File: config.mk
export PLATFORM = sky130hd
export DESIGN_NAME = wptr_handler_ext
export DESIGN_NICKNAME = d
export VERILOG_FILES = /design/src/rtl/fifo_pkg.sv /design/src/rtl/gray2bin_conv.sv /design/src/rtl/wptr_handler_ext.sv
export SDC_FILE = /design/constraint.sdc
export NUM_CORES = 1
export LEC_CHECK = 0
export CAP_MARGIN = 20
export CORE_MARGIN = 1.5
export CORE_UTILIZATION = 41
export CTS_CLUSTER_SIZE = 14
export DETAILED_ROUTE_END_ITERATION = 8
export PLACE_DENSITY_LB_ADDON = 0.05
export SLEW_MARGIN = 15
export SYNTH_ARGS = -nofsm -noshare
export SYNTH_HDL_FRONTEND = slang
export SYNTH_SLANG_ARGS = --single-unit
export TNS_END_PERCENT = 30
File: constraint.sdc
create_clock -name wclk -period 2.93 [get_ports wclk]
set_input_delay 0.4395 -clock wclk [delete_from_list [all_inputs] [get_ports wclk]]
set_output_delay 0.4395 -clock wclk [all_outputs]
set_load 0.02 [all_outputs]
File: src/rtl/fifo_pkg.sv
// rtl/fifo_pkg.sv - shared Gray/binary helpers and sizing for the async FIFO pointer handlers
package fifo_pkg;

  // Widest pointer supported (PTR_WIDTH up to 12, plus the wrap bit).
  localparam int MAX_W = 13;

  function automatic int unsigned fifo_depth(input int unsigned ptr_width);
    return 32'd1 << ptr_width;
  endfunction

  // Callers zero-extend narrower pointers to MAX_W; the zero MSBs leave both codes unchanged.
  function automatic logic [MAX_W-1:0] bin2gray(input logic [MAX_W-1:0] bin);
    return bin ^ (bin >> 1);
  endfunction

  function automatic logic [MAX_W-1:0] gray2bin(input logic [MAX_W-1:0] gray);
    logic [MAX_W-1:0] bin;
    for (int i = 0; i < MAX_W; i++) begin
      bin[i] = ^(gray >> i);
    end
    return bin;
  endfunction

endpackage

File: src/rtl/gray2bin_conv.sv
// rtl/gray2bin_conv.sv - combinational Gray-to-binary converter, XOR prefix chain from the MSB
module gray2bin_conv #(
  parameter int WIDTH = 4
) (
  input  logic [WIDTH-1:0] gray,
  output logic [WIDTH-1:0] bin
);

  always_comb begin
    bin = '0;
    bin[WIDTH-1] = gray[WIDTH-1];
    for (int i = WIDTH - 2; i >= 0; i--) begin
      bin[i] = bin[i+1] ^ gray[i];
    end
  end

endmodule

File: src/rtl/wptr_handler_ext.sv
// rtl/wptr_handler_ext.sv - write-domain pointer controller: pointers, full, almost-full, level, overflow
module wptr_handler_ext
  import fifo_pkg::*;
#(
  parameter int PTR_WIDTH = 3
) (
  input  logic                 wclk,
  input  logic                 w_rst,
  input  logic                 wen,
  input  logic [PTR_WIDTH:0]   g_rptr_sync,
  input  logic [PTR_WIDTH:0]   af_thresh,
  input  logic                 ovf_clr,
  output logic                 w_accept,
  output logic [PTR_WIDTH-1:0] waddr,
  output logic [PTR_WIDTH:0]   b_wptr,
  output logic [PTR_WIDTH:0]   g_wptr,
  output logic                 full,
  output logic                 almost_full,
  output logic [PTR_WIDTH:0]   wlevel,
  output logic                 overflow
);

  logic [PTR_WIDTH:0] b_next;
  logic [PTR_WIDTH:0] g_next;
  logic [PTR_WIDTH:0] rbin;
  logic [PTR_WIDTH:0] level_next;
  logic               full_next;

  gray2bin_conv #(
    .WIDTH(PTR_WIDTH + 1)
  ) u_rptr_conv (
    .gray(g_rptr_sync),
    .bin (rbin)
  );

  assign w_accept = wen & ~full;
  assign waddr    = b_wptr[PTR_WIDTH-1:0];
  assign b_next   = b_wptr + {{PTR_WIDTH{1'b0}}, w_accept};
  assign g_next   = b_next ^ (b_next >> 1);

  // Full when the write pointer is exactly one lap ahead: in Gray code that is the top two bits inverted.
  assign full_next  = (g_next == {~g_rptr_sync[PTR_WIDTH:PTR_WIDTH-1], g_rptr_sync[PTR_WIDTH-2:0]});
  assign level_next = b_next - rbin;

  always_ff @(posedge wclk) begin
    if (w_rst) begin
      b_wptr      <= '0;
      g_wptr      <= '0;
      full        <= 1'b0;
      almost_full <= 1'b0;
      wlevel      <= '0;
      overflow    <= 1'b0;
    end else begin
      b_wptr      <= b_next;
      g_wptr      <= g_next;
      full        <= full_next;
      almost_full <= (level_next >= af_thresh);
      wlevel      <= level_next;
      // A rejected write sets the flag even if a clear is requested in the same cycle.
      if (wen && full) begin
        overflow <= 1'b1;
      end else if (ovf_clr) begin
        overflow <= 1'b0;
      end
    end
  end

endmodule

==> results.toml <==
[outcome]
status = "finished, final reports clean"

[sta]
slew_viol_final = 0
fmax_mhz = 360
min_period_ns = 2.78
setup_viol_count_final = 0
hold_violations = 0
rsz0062_at_grt = "false"
fin_worst_skew_ns = 0.00433
tightestPinTransition_ns = 0.517
final.period_utilization = 0.948
slew_headroom = 0.654

[finish]
num_antenna_cells = 0
drive_gt1_frac = 0.154
fin_util = 0.675
area_growth_pct = 54.4
finalNetCount = 141

[worst_setup_path]
path_class = "input pin to flop"
end_kind = "flop"
path_cells = "clkdlybuf4s50_1, nor2b_2, ha_2, inv_1, ha_2, inv_1, fa_1, ha_1, a21o_1, a211oi_1, nor3_1"
crit_fanout = 2
cp_data_required_time_ns = 3.08
worstSetupStartpointType = "input pin"
cpLargestDelayFamily = "adder cells"
cpMaxStageDelayCell = "clkdlybuf4s50_1"
cp_slowest_stage_delay_ns = 0.48
cp.arrival_ns = 2.92
crit_buf_inv = 3

[pwr]
comb_power_share = 0.465
p_per_area_nw_per_um2 = 527
power.switching_uw = 199
leakage_nw = 0.531
p_int_uw = 422
clockPowerShare = 0.171
power_frac_seq = 0.364
vdd_drop_max_v = 0.000373
total_power_uw = 621
netSwitchingFraction = 0.321

[yosys]
synthFlopType = "dfxtp_1"
synthDistinctLibCells = 21
synth.most_common_cell = "dfxtp_1"
syn_area_um2 = 763
async_flop_share = 0
syn-instance-count = 79
postSynthAreaPerCell_um2 = 9.66
yosysWarnings = 0
syn_nets = 101
synth-seq-cells = 14
yosys.area.top_type = "dfxtp_1"
ys_top_cells_by_count = "14 x dfxtp_1, 9 x ha_1, 9 x xnor2_1"
yosysSeqAreaShare = 0.367
synth-edff-count = 0
synthTopCellsByArea = "dfxtp_1 37%, ha_1 15%, xnor2_1 10%"
post-synth-top-area-fraction = 0.367

[route]
dr_wl_met3_um = 71
routed-wl-met2_um = 723
totalWireLength_um = 1450
num_vias = 630
wire_per_inst_um = 10.2
drt-initial-drc-count = 4
drc_errors = 0
routed.top_layer = "met4"
ant_nets = 0
met1_length_um = 631
dr.pass1.iters = 3
viasPerCell = 4.44

[global_route]
grt_usage = 0.148
antenna_found_initial = 0
grt_pass1_wl_um = 2220
grt_max_degree = 15
overflow = 0
grt_pass1_vias = 577

[clocking]
postCtsHoldBufs = 0
cts.clk_slew.worst_paths_ns = 0.08
cts_tree = "built"
cts_buffers = 3
htreeDepth = 1
cts.sinks = 14
cts_root_buffer = "clkbuf_4"
clock_path_buffers = 2
clkLatencyLatePin_ns = 0.27

[floorplan]
core_area_um2 = 1750
num_io_pins = 31
die_y_um = 46.1
die-area_um2 = 2130
start_util = 0.437
fp-row-count = 15
die_w_um = 46.1

[placed_design]
port_buffers = 30
place.gp.congestion = 0.810
place_hpwl_um = 1190

[flow_run]
drv_cap = 0

[worst_hold_path]
hold_class = "flop to flop"
[layout make-up]
| class | count | area, µm² |
|---|---|---|
| inverter | 6 | 22.5 |
| clock buffer | 3 | 22.5 |
| multi-input combinational | 54 | 442 |
| fill | 158 | 567 |
| tap | 25 | 31.3 |
| sequential | 14 | 280 |
| timing repair buffer | 40 | 380 |
[cells by family (layout without fill, tap and decap cells)]
family,after synthesis,after routing,synth area share
AO/OA/AOI/OAI,7,7,0.0590
XOR/XNOR,15,15,0.182
adder cells (fa/ha/maj),10,10,0.174
buffers and inverters,11,49,0.0738
flip-flops,14,14,0.367
AND/OR/NAND/NOR,22,22,0.144
[through the flow]
| stage | hold slack [ns] | instance area (µm²) | setup WS (ns) | setup TNS [ns] | instances |
|---|---|---|---|---|---|
| after detailed placement | 0.471 | 1130 | -0.272 | -0.272 | 138 |
| after global routing | 0.511 | 1180 | 0.0538 | 0 | 142 |
| after CTS | 0.483 | 1150 | 0.00483 | 0 | 141 |
| final | 0.476 | 1180 | 0.153 | 0 | 142 |
| after floorplan | 0.511 | 763 | 0.218 | 0 | 79 |
| after global placement | 0.455 | 1130 | -0.186 | -0.186 | 138 |
[per-layer routing]
layer  GRT usage  vias to the layer above
met1       0.167                      281
met3      0.0235                        4
li1            -                      325
met5           0                        -
met4       0.103                        0
met2       0.250                       20
[what timing repair did]
action	in CTS	in global routing
setup endpoints to repair	0	1
setup buffers	0	1
gates resized for setup	0	7
[registers in the layout, indices dropped and copies added, names as in the netlist]
register / flops
b_wptr: 4
overflow: 1
g_wptr: 3
full: 1
almost_full: 1
wlevel: 4
[cell usage in the layout (no fill, tap or decap), types with 2 or more instances in the layout]
cell type         n
buf_4            10
nand2_1           2
ha_2              2
xor2_1            5
nor3_1            2
nand2b_1          2
inv_1             6
dfxtp_1          14
ha_1              7
clkbuf_4          3
nand3_1           2
nor2_1            7
a21oi_1           2
clkdlybuf4s50_1  28
xnor2_1           8
a21o_1            2
nor2b_1           5
dlymetal6s2s_1    2
[worst reg2reg max path: stages (launching register included)]
cell and delay (ns):
dfxtp_1 0.33, nor2b_2 0.13, ha_2 0.28, inv_1 0.08, ha_2 0.18, inv_1 0.06
fa_1 0.48, ha_1 0.28, a21o_1 0.15, a211oi_1 0.24, nor3_1 0.08
[power groups by stage]
stage	registers [mW]	clock network [mW]	logic, mW
floorplan	0.264	0	0.133
global placement	0.231	0	0.280
detailed placement	0.231	0	0.287
CTS	0.227	0.114	0.289
global route	0.229	0.117	0.319
finish	0.226	0.106	0.289
[final timing paths]
check | startpoint | to | slack, ns | cells after the start
hold / removal | overflow | overflow | 0.48 | 2
setup / recovery | wen | almost_full | 0.15 | 11
setup reg to reg | full | almost_full | 0.51 | 10
hold reg to reg | overflow | overflow | 0.48 | 2
Power figures use the tool's default switching activity.
